$ cat src/rtl/ftdi_packet_engine.sv
// ============================================================================
//  Module      : ftdi_packet_engine
//  Description : Collects PKT_LEN words over the RX four-phase handshake,
//                transforms each word and echoes the packet over TX.
//                Optional macro FTDI_PKT_CHECKSUM_EN appends a modulo-sum word.
//  Revision    : 1.0  initial release
// ============================================================================
`default_nettype none

module ftdi_packet_engine #(
   parameter int                DATA_W     = 8,
   parameter int                PKT_LEN    = 5,
   parameter logic [DATA_W-1:0] MATCH_WORD = DATA_W'('hAA),
   parameter int                MODE       = 1
) (
   input  logic              in_clk,
   input  logic              in_rst,
   input  logic [DATA_W-1:0] in_rx_data,
   input  logic              in_rx_hsk_req,
   output logic              out_rx_hsk_ack,
   output logic              out_rx_en,
   output logic [DATA_W-1:0] out_tx_data,
   input  logic              in_tx_hsk_ack,
   output logic              out_tx_hsk_req,
   output logic              out_busy,
   output logic [7:0]        out_pkt_cnt
);

   localparam int IDX_W = $clog2(PKT_LEN + 1);

   typedef enum logic [2:0] {
      S_IDLE    = 3'd0,
      S_RX_ACK  = 3'd1,
      S_TX_LOAD = 3'd2,
      S_TX_REQ  = 3'd3,
      S_TX_WAIT = 3'd4
   } state_t;

   state_t            state_q, state_d;
   logic [IDX_W-1:0]  rx_idx_q, rx_idx_d;
   logic [IDX_W-1:0]  tx_idx_q, tx_idx_d;
   logic [7:0]        pkt_cnt_q, pkt_cnt_d;
   logic [DATA_W-1:0] tx_data_q, tx_data_d;
   logic [DATA_W-1:0] buf_q [PKT_LEN];
   logic [DATA_W-1:0] buf_d [PKT_LEN];
   logic [DATA_W-1:0] rd_word;
`ifdef FTDI_PKT_CHECKSUM_EN
   logic [DATA_W-1:0] sum_q, sum_d;
   logic              sum_phase_q, sum_phase_d;
`endif

   function automatic logic [DATA_W-1:0] xform(input logic [DATA_W-1:0] w);
      case (MODE)
         0:       xform = w;
         1:       xform = (w == MATCH_WORD) ? ~w : w;
         default: xform = ~w;
      endcase
   endfunction

   always_comb begin
      state_d   = state_q;
      rx_idx_d  = rx_idx_q;
      tx_idx_d  = tx_idx_q;
      pkt_cnt_d = pkt_cnt_q;
      tx_data_d = tx_data_q;
      buf_d     = buf_q;
`ifdef FTDI_PKT_CHECKSUM_EN
      sum_d       = sum_q;
      sum_phase_d = sum_phase_q;
`endif
      // Compare-based read mux keeps the index width independent of PKT_LEN
      rd_word = '0;
      for (int i = 0; i < PKT_LEN; i++) begin
         if (tx_idx_q == IDX_W'(i)) rd_word = buf_q[i];
      end

      case (state_q)
         S_IDLE: begin
            if (in_rx_hsk_req) begin
               for (int i = 0; i < PKT_LEN; i++) begin
                  if (rx_idx_q == IDX_W'(i)) buf_d[i] = in_rx_data;
               end
               rx_idx_d = rx_idx_q + 1'b1;
               state_d  = S_RX_ACK;
            end
         end
         S_RX_ACK: begin
            if (!in_rx_hsk_req) begin
               if (rx_idx_q == IDX_W'(PKT_LEN)) begin
                  rx_idx_d = '0;
                  state_d  = S_TX_LOAD;
               end else begin
                  state_d = S_IDLE;
               end
            end
         end
         S_TX_LOAD: begin
`ifdef FTDI_PKT_CHECKSUM_EN
            if (sum_phase_q) begin
               tx_data_d = sum_q;
            end else begin
               tx_data_d = xform(rd_word);
               sum_d     = sum_q + xform(rd_word);
            end
`else
            tx_data_d = xform(rd_word);
`endif
            state_d = S_TX_REQ;
         end
         S_TX_REQ: begin
            if (in_tx_hsk_ack) begin
               state_d = S_TX_WAIT;
`ifdef FTDI_PKT_CHECKSUM_EN
               if (!sum_phase_q) tx_idx_d = tx_idx_q + 1'b1;
`else
               tx_idx_d = tx_idx_q + 1'b1;
`endif
            end
         end
         S_TX_WAIT: begin
            if (!in_tx_hsk_ack) begin
               if (tx_idx_q != IDX_W'(PKT_LEN)) begin
                  state_d = S_TX_LOAD;
               end else begin
`ifdef FTDI_PKT_CHECKSUM_EN
                  // Data words done: one more pass through TX_LOAD for the sum
                  if (!sum_phase_q) begin
                     sum_phase_d = 1'b1;
                     state_d     = S_TX_LOAD;
                  end else begin
                     sum_phase_d = 1'b0;
                     sum_d       = '0;
                     tx_idx_d    = '0;
                     pkt_cnt_d   = pkt_cnt_q + 8'd1;
                     state_d     = S_IDLE;
                  end
`else
                  tx_idx_d  = '0;
                  pkt_cnt_d = pkt_cnt_q + 8'd1;
                  state_d   = S_IDLE;
`endif
               end
            end
         end
         default: state_d = S_IDLE;
      endcase
   end

   always_ff @(posedge in_clk) begin
      if (in_rst) begin
         state_q   <= S_IDLE;
         rx_idx_q  <= '0;
         tx_idx_q  <= '0;
         pkt_cnt_q <= '0;
         tx_data_q <= '0;
`ifdef FTDI_PKT_CHECKSUM_EN
         sum_q       <= '0;
         sum_phase_q <= 1'b0;
`endif
      end else begin
         state_q   <= state_d;
         rx_idx_q  <= rx_idx_d;
         tx_idx_q  <= tx_idx_d;
         pkt_cnt_q <= pkt_cnt_d;
         tx_data_q <= tx_data_d;
`ifdef FTDI_PKT_CHECKSUM_EN
         sum_q       <= sum_d;
         sum_phase_q <= sum_phase_d;
`endif
      end
   end

   // Packet storage needs no reset: every slot is written before it is read
   always_ff @(posedge in_clk) begin
      buf_q <= buf_d;
   end

   assign out_rx_en      = (state_q == S_IDLE);
   assign out_rx_hsk_ack = (state_q == S_RX_ACK);
   assign out_tx_hsk_req = (state_q == S_TX_REQ);
   assign out_busy       = (state_q != S_IDLE);
   assign out_tx_data    = tx_data_q;
   assign out_pkt_cnt    = pkt_cnt_q;

endmodule

`default_nettype wire

$ cat config.mk
export PLATFORM = sky130hd
export DESIGN_NAME = ftdi_packet_engine
export DESIGN_NICKNAME = d
export VERILOG_FILES = /design/src/rtl/ftdi_packet_engine.sv
export SDC_FILE = /design/constraint.sdc
export NUM_CORES = 1
export LEC_CHECK = 0
export BUFFER_PORTS_ARGS = -buffer_cell sky130_fd_sc_hd__buf_2
export CORE_MARGIN = 2
export CORE_UTILIZATION = 58
export CTS_BUF_LIST = sky130_fd_sc_hd__clkbuf_16
export DETAILED_ROUTE_END_ITERATION = 16
export PLACE_DENSITY = 0.86
export SYNTH_ARGS = -nofsm -noshare
export SYNTH_HDL_FRONTEND = slang
export SYNTH_SLANG_ARGS = --single-unit
$ cat constraint.sdc
create_clock -name in_clk -period 4.7 [get_ports in_clk]
set_input_delay 0.47 -clock in_clk [delete_from_list [all_inputs] [get_ports in_clk]]
set_output_delay 0.47 -clock in_clk [all_outputs]
set_load 0.02 [all_outputs]
Word level (Yosys, flattened, before mapping)
Cells that the tools add are included. Widths: inputs -> output; s select.

Latch bits: 0. ROM bits: 0. Memories kept: 0. Flip-flop bits (word level): 65. Word-level logic and storage cells: 73. Bits of input ports: 12. Memory bits (writable): 0.

Shift operators: 0. Divide/modulo/power cells: 0. Equal/unequal tests: 21. $mul: 0. $lt $le $gt $ge: 0. Bitwise logic cells: 3. Reduce and logical (&&, ||, !) cells: 15. Muxes and demuxes: 21. Add/subtract/negate cells: 3.

Operator list (number): $mux 8 (6); $mux 3 (10); $eq 3x2->1 const B (6); $reduce_and 3->1 (6); $pmux 3 s5 (1); $eq 3x3->1 const B (4); $pmux 3 s2 (2); $reduce_and 4->1 (3); $ne 2x2->1 const B (5); $eq 3x1->1 const B (3); $logic_not 3->1 (3); $add 8x1->8 const B (1); $eq 8x8->1 const B (1); $not 8->8 (1); $add 3x1->3 const B (2); $mux 2 (2); $reduce_bool 2->1 (2); $ne 3x3->1 const B (1); $reduce_bool 3->1 (1); $ne 2x1->1 const B (1); $not 1->1 (2).

Depth between registers and ports, before layout
Depth in word-level cells: 8. Mapped depth: 9. Gate-level depth less buffers: 7.

Least setup slack after synthesis
OpenSTA, ideal clock, no wires.

Path kind: reg2reg. From: register state_q[0]. To: register buf_q[0] (netlist bit) (enable). Slack: 2.555 ns. Path buffers: 1. Arrival time: 1.813 ns. Cell stages (with the launch flop): 5. Cell sequence: dfxtp_1 clkbuf_1 nor3_1 and2_1 and3_1.

Longest elaborated chain between the ends: 2.

Ends and longest elaborated chain: start: declaration (RTL line 39) `state_t state_q, state_d;`; start signal: assignment (RTL line 161) `state_q <= state_d;`; $logic_not 3->1; named net out_rx_en (RTL line 21) `output logic out_rx_en,`; $reduce_and 3->1 (no line); end signal: assignment (RTL line 175) `buf_q <= buf_d;`; end: declaration (RTL line 44) `logic [DATA_W-1:0] buf_q [PKT_LEN];`.

The timed path passes the listed nets, and every way through them passes these cells. A chain may end at the register's enable or synchronous reset.

Final worst setup path
From: register tx_idx_q[2]. To: register tx_data_q[4] (netlist: out_tx_data[4]).

Longest elaborated chain between the ends: 8. Elaborated cells between the ends (all ways): 13. Classes of those cells: 5 x eq/ne; 6 x mux; 1 x bitwise; 1 x reduce/logical.

Ends and longest elaborated chain: start: declaration (RTL line 41) `logic [IDX_W-1:0] tx_idx_q, tx_idx_d;`; start signal: assignment (RTL line 163) `tx_idx_q <= tx_idx_d;`; $logic_not 3->1 (RTL line 74) `if (tx_idx_q == IDX_W'(i)) rd_word = buf_q[i];`; $mux 8 (4 in a row) (RTL line 74); $mux 8 (*) (RTL line 74); $eq 8x8->1 or $not 8->8 (tied branches); $mux 8 (*) (RTL line 55) `1: xform = (w == MATCH_WORD) ? ~w : w;`; end signal: assignment (RTL line 165) `tx_data_q <= tx_data_d;`; end: declaration (RTL line 43) `logic [DATA_W-1:0] tx_data_q, tx_data_d;`.

Mark *: on every way between the ends. The rest lies on a longest branch, timed or not.

==> flow_summary.ini <==
[synth]
synthSimpleGateAreaFrac_pct = 17.44
synth_area_sq_um = 2963
synthArstFlopShare_pct = 0
synth_compound_gate_area_share_pct = 13.09
yosysUniqueCellTypes = 46
synth_top_family_by_area = simple AND/OR/NAND/NOR gates
synth_xor_area_share_pct = 2.660
synth.avg_cell_area_sq_um = 11.27
syn_nets = 286
synth_mux_area_share_pct = 0.3378
synth_fa_ha_area_share_pct = 4.645
yosys_most_used_dff = edfxtp_1
synth_edf_count = 40
syn_inst = 263
synth_warnings = 0
synth-seq-cells = 65
ys_seq_area_share_pct = 57.43

[timing]
min_period_ns = 2.501
timing.fmax_mhz = 399.8
hold_viol = 0
setup_viol = 0
finalSetupTns_ns = 0
holdWs_ns = 0.3719
worstMarginPinSlew_ns = 0.7459
finClkSkew_ns = 0.004467
period_share_pct = 53.21
slew_violations = 0
rsz0062_at_grt = no
maxSlewHeadroom_pct = 50.27

[route]
vias_per_cell = 5.864
drt_iter0_drc = 221
ant_nets = 0
drt_wl_total_um = 6325
vias = 2158
dr.pass1.iters = 6
wire_per_inst_um = 17.19
drc_errors = 0

[cells_and_area]
fillers = 343
instances_no_fill = 368
diodes = 0
drive_above_1_share_pct = 17.79
area_delta_synth_final_pct = 17.27
post-route-util_pct = 69.36
layout_common_cells = 40 x edfxtp_1, 31 x buf_2, 25 x dfxtp_1, 22 x nor2_1, 18 x a21oi_1
final_nets = 316
final_common_cell = edfxtp_1

[worst_setup_path]
critPathBufInv = 1
path_delay_family = simple AND/OR/NAND/NOR gates
start_kind = register
setup.worst_path.end_class = register
path_class = register to register
rrSetupSlack_ns = 2.20
cp_max_fo = 11
required_ns = 4.96
crit_chain = inv_1, ha_1, or2_1, a221oi_1, o21ai_0, or3_1, o21ai_1
cpPeakStageDelay_ns = 0.53
rr_startpoint = tx_idx_q[2]
crit_arrival_ns = 2.76
crit_start = tx_idx_q[2]
cp_slowest_cell = dfxtp_1

[grt]
grt_pass1_wl_um = 9867
grt_overflow = 0
grt_pass1_vias = 1988
antenna_found_initial = 0
grtUsageTotal_pct = 23.94
grt_max_degree = 20

[clocking]
cts_hold_buffers = 0
cts_tree = done
clockBufferDepth = 2
post-cts-setup-buffers = 0
cts_resized = 0
cts_max_level = 3
cts_buffers = 9
clk_pin_slew_ns = 0.06
insertion_delay_ns = 0.33
cts.sinks = 65
root_buffer = clkbuf_16

[place]
gp_congestion = 0.8831
port_buffers = 31
place_inst = 352
dpl.hpwl_um = 4126

[outcome]
status = completed

[floorplan]
die_y_um = 75.47
io-pin-count = 32
start_util_pct = 59.14
num_rows = 26
coreArea_sq_um = 5010
dieArea_sq_um = 5696
die_w_um = 75.47

[power]
ir_drop_mv = 0.3526
power.density_nw_per_um2 = 413.6
leakagePower_uw = 0.001331

[hold_path]
min_from = in_rx_data[6]
min_path_type = input port to register

[job]
cap_violations = 0
[path summary, 6_finish.rpt]
path               endpoint  cells past startpoint
min reg2reg  out_tx_data[2]                      2
max          out_tx_data[4]                      7
min               buf_q[14]                      1
max reg2reg  out_tx_data[4]                      7
[cell usage after synthesis, drive strengths merged, types with 2 or more instances]
cell type  instances  area, sq um
clkbuf             6        22.52
nand3b             8        60.06
nand2b             2        12.51
nor3b              5        37.54
inv               15        56.30
nor2              22        82.58
o21ai              9        45.04
nor2b              5        31.28
dfxtp             25        500.5
a211o              3        26.28
and2               2        15.02
buf                6        51.30
a22oi              5        37.54
a31oi              2        12.51
nor3               6        46.30
xor2               6        52.55
nand2             17        63.81
a2111oi            3        26.28
a211oi             4        30.03
xnor2              3        26.28
nand4              5        31.28
a21oi             18        90.09
ha                11        137.6
edfxtp            40         1201
o22ai              2        12.51
a221oi             4        47.55
and3               9        56.30
nand3              7        35.03
a2bb2oi            3        26.28
[state kept, by name, indices dropped and copies added (netlist names)]
register / count
state_q: 3
tx_idx_q: 3
buf_q: 40
rx_idx_q: 3
out_pkt_cnt: 8
out_tx_data: 8
[power by group]
group          internal [uW]  switching (uW)  leakage (uW)
clock                    517             244      0.000160
combinational           18.1            35.7      0.000605
sequential               617            5.16      0.000566
[routing by layer]
| metal | vias to the layer above | GRT usage, % | wire [um] |
|---|---|---|---|
| met5 | - | 0 | 0 |
| met4 | 0 | 10.72 | 90 |
| met2 | 86 | 36.71 | 3101 |
| li1 | 1028 | - | - |
| met1 | 1032 | 31.30 | 2746 |
| met3 | 12 | 7.672 | 387 |
[stage by stage]
| stage | area, sq um | total power [uW] | setup slack, ns |
|---|---|---|---|
| global route | 3475 | 1476 | 2.026 |
| global placement | 3132 | 683.1 | 2.391 |
| floorplan | 2963 | 665.5 | 2.555 |
| finish | 3475 | 1437 | 2.199 |
| CTS | 3475 | 1440 | 2.236 |
| detailed placement | 3132 | 685.7 | 2.250 |
[area by class of cell]
type	instances	area [sq um]	share of cell area [%]
Multi-Input combinational cell	171	1131	32.55
Tap cell	70	87.58	2.521
Clock buffer	9	225.2	6.482
Clock inverter	7	117.6	3.385
Inverter	15	56.30	1.620
Sequential cell	65	1702	48.97
Timing Repair Buffer	31	155.1	4.465
[logic make-up (layout without fill, tap and decap cells)]
logic type | Yosys count | count (layout)
AO/OA/AOI/OAI | 57 | 57
AND/OR/NAND/NOR | 93 | 93
XOR/XNOR | 9 | 9
buffers and inverters | 27 | 62
adder cells (fa/ha/maj) | 11 | 11
multiplexers | 1 | 1
flip-flops | 65 | 65
No activity file was read; power rests on OpenSTA's default activity.
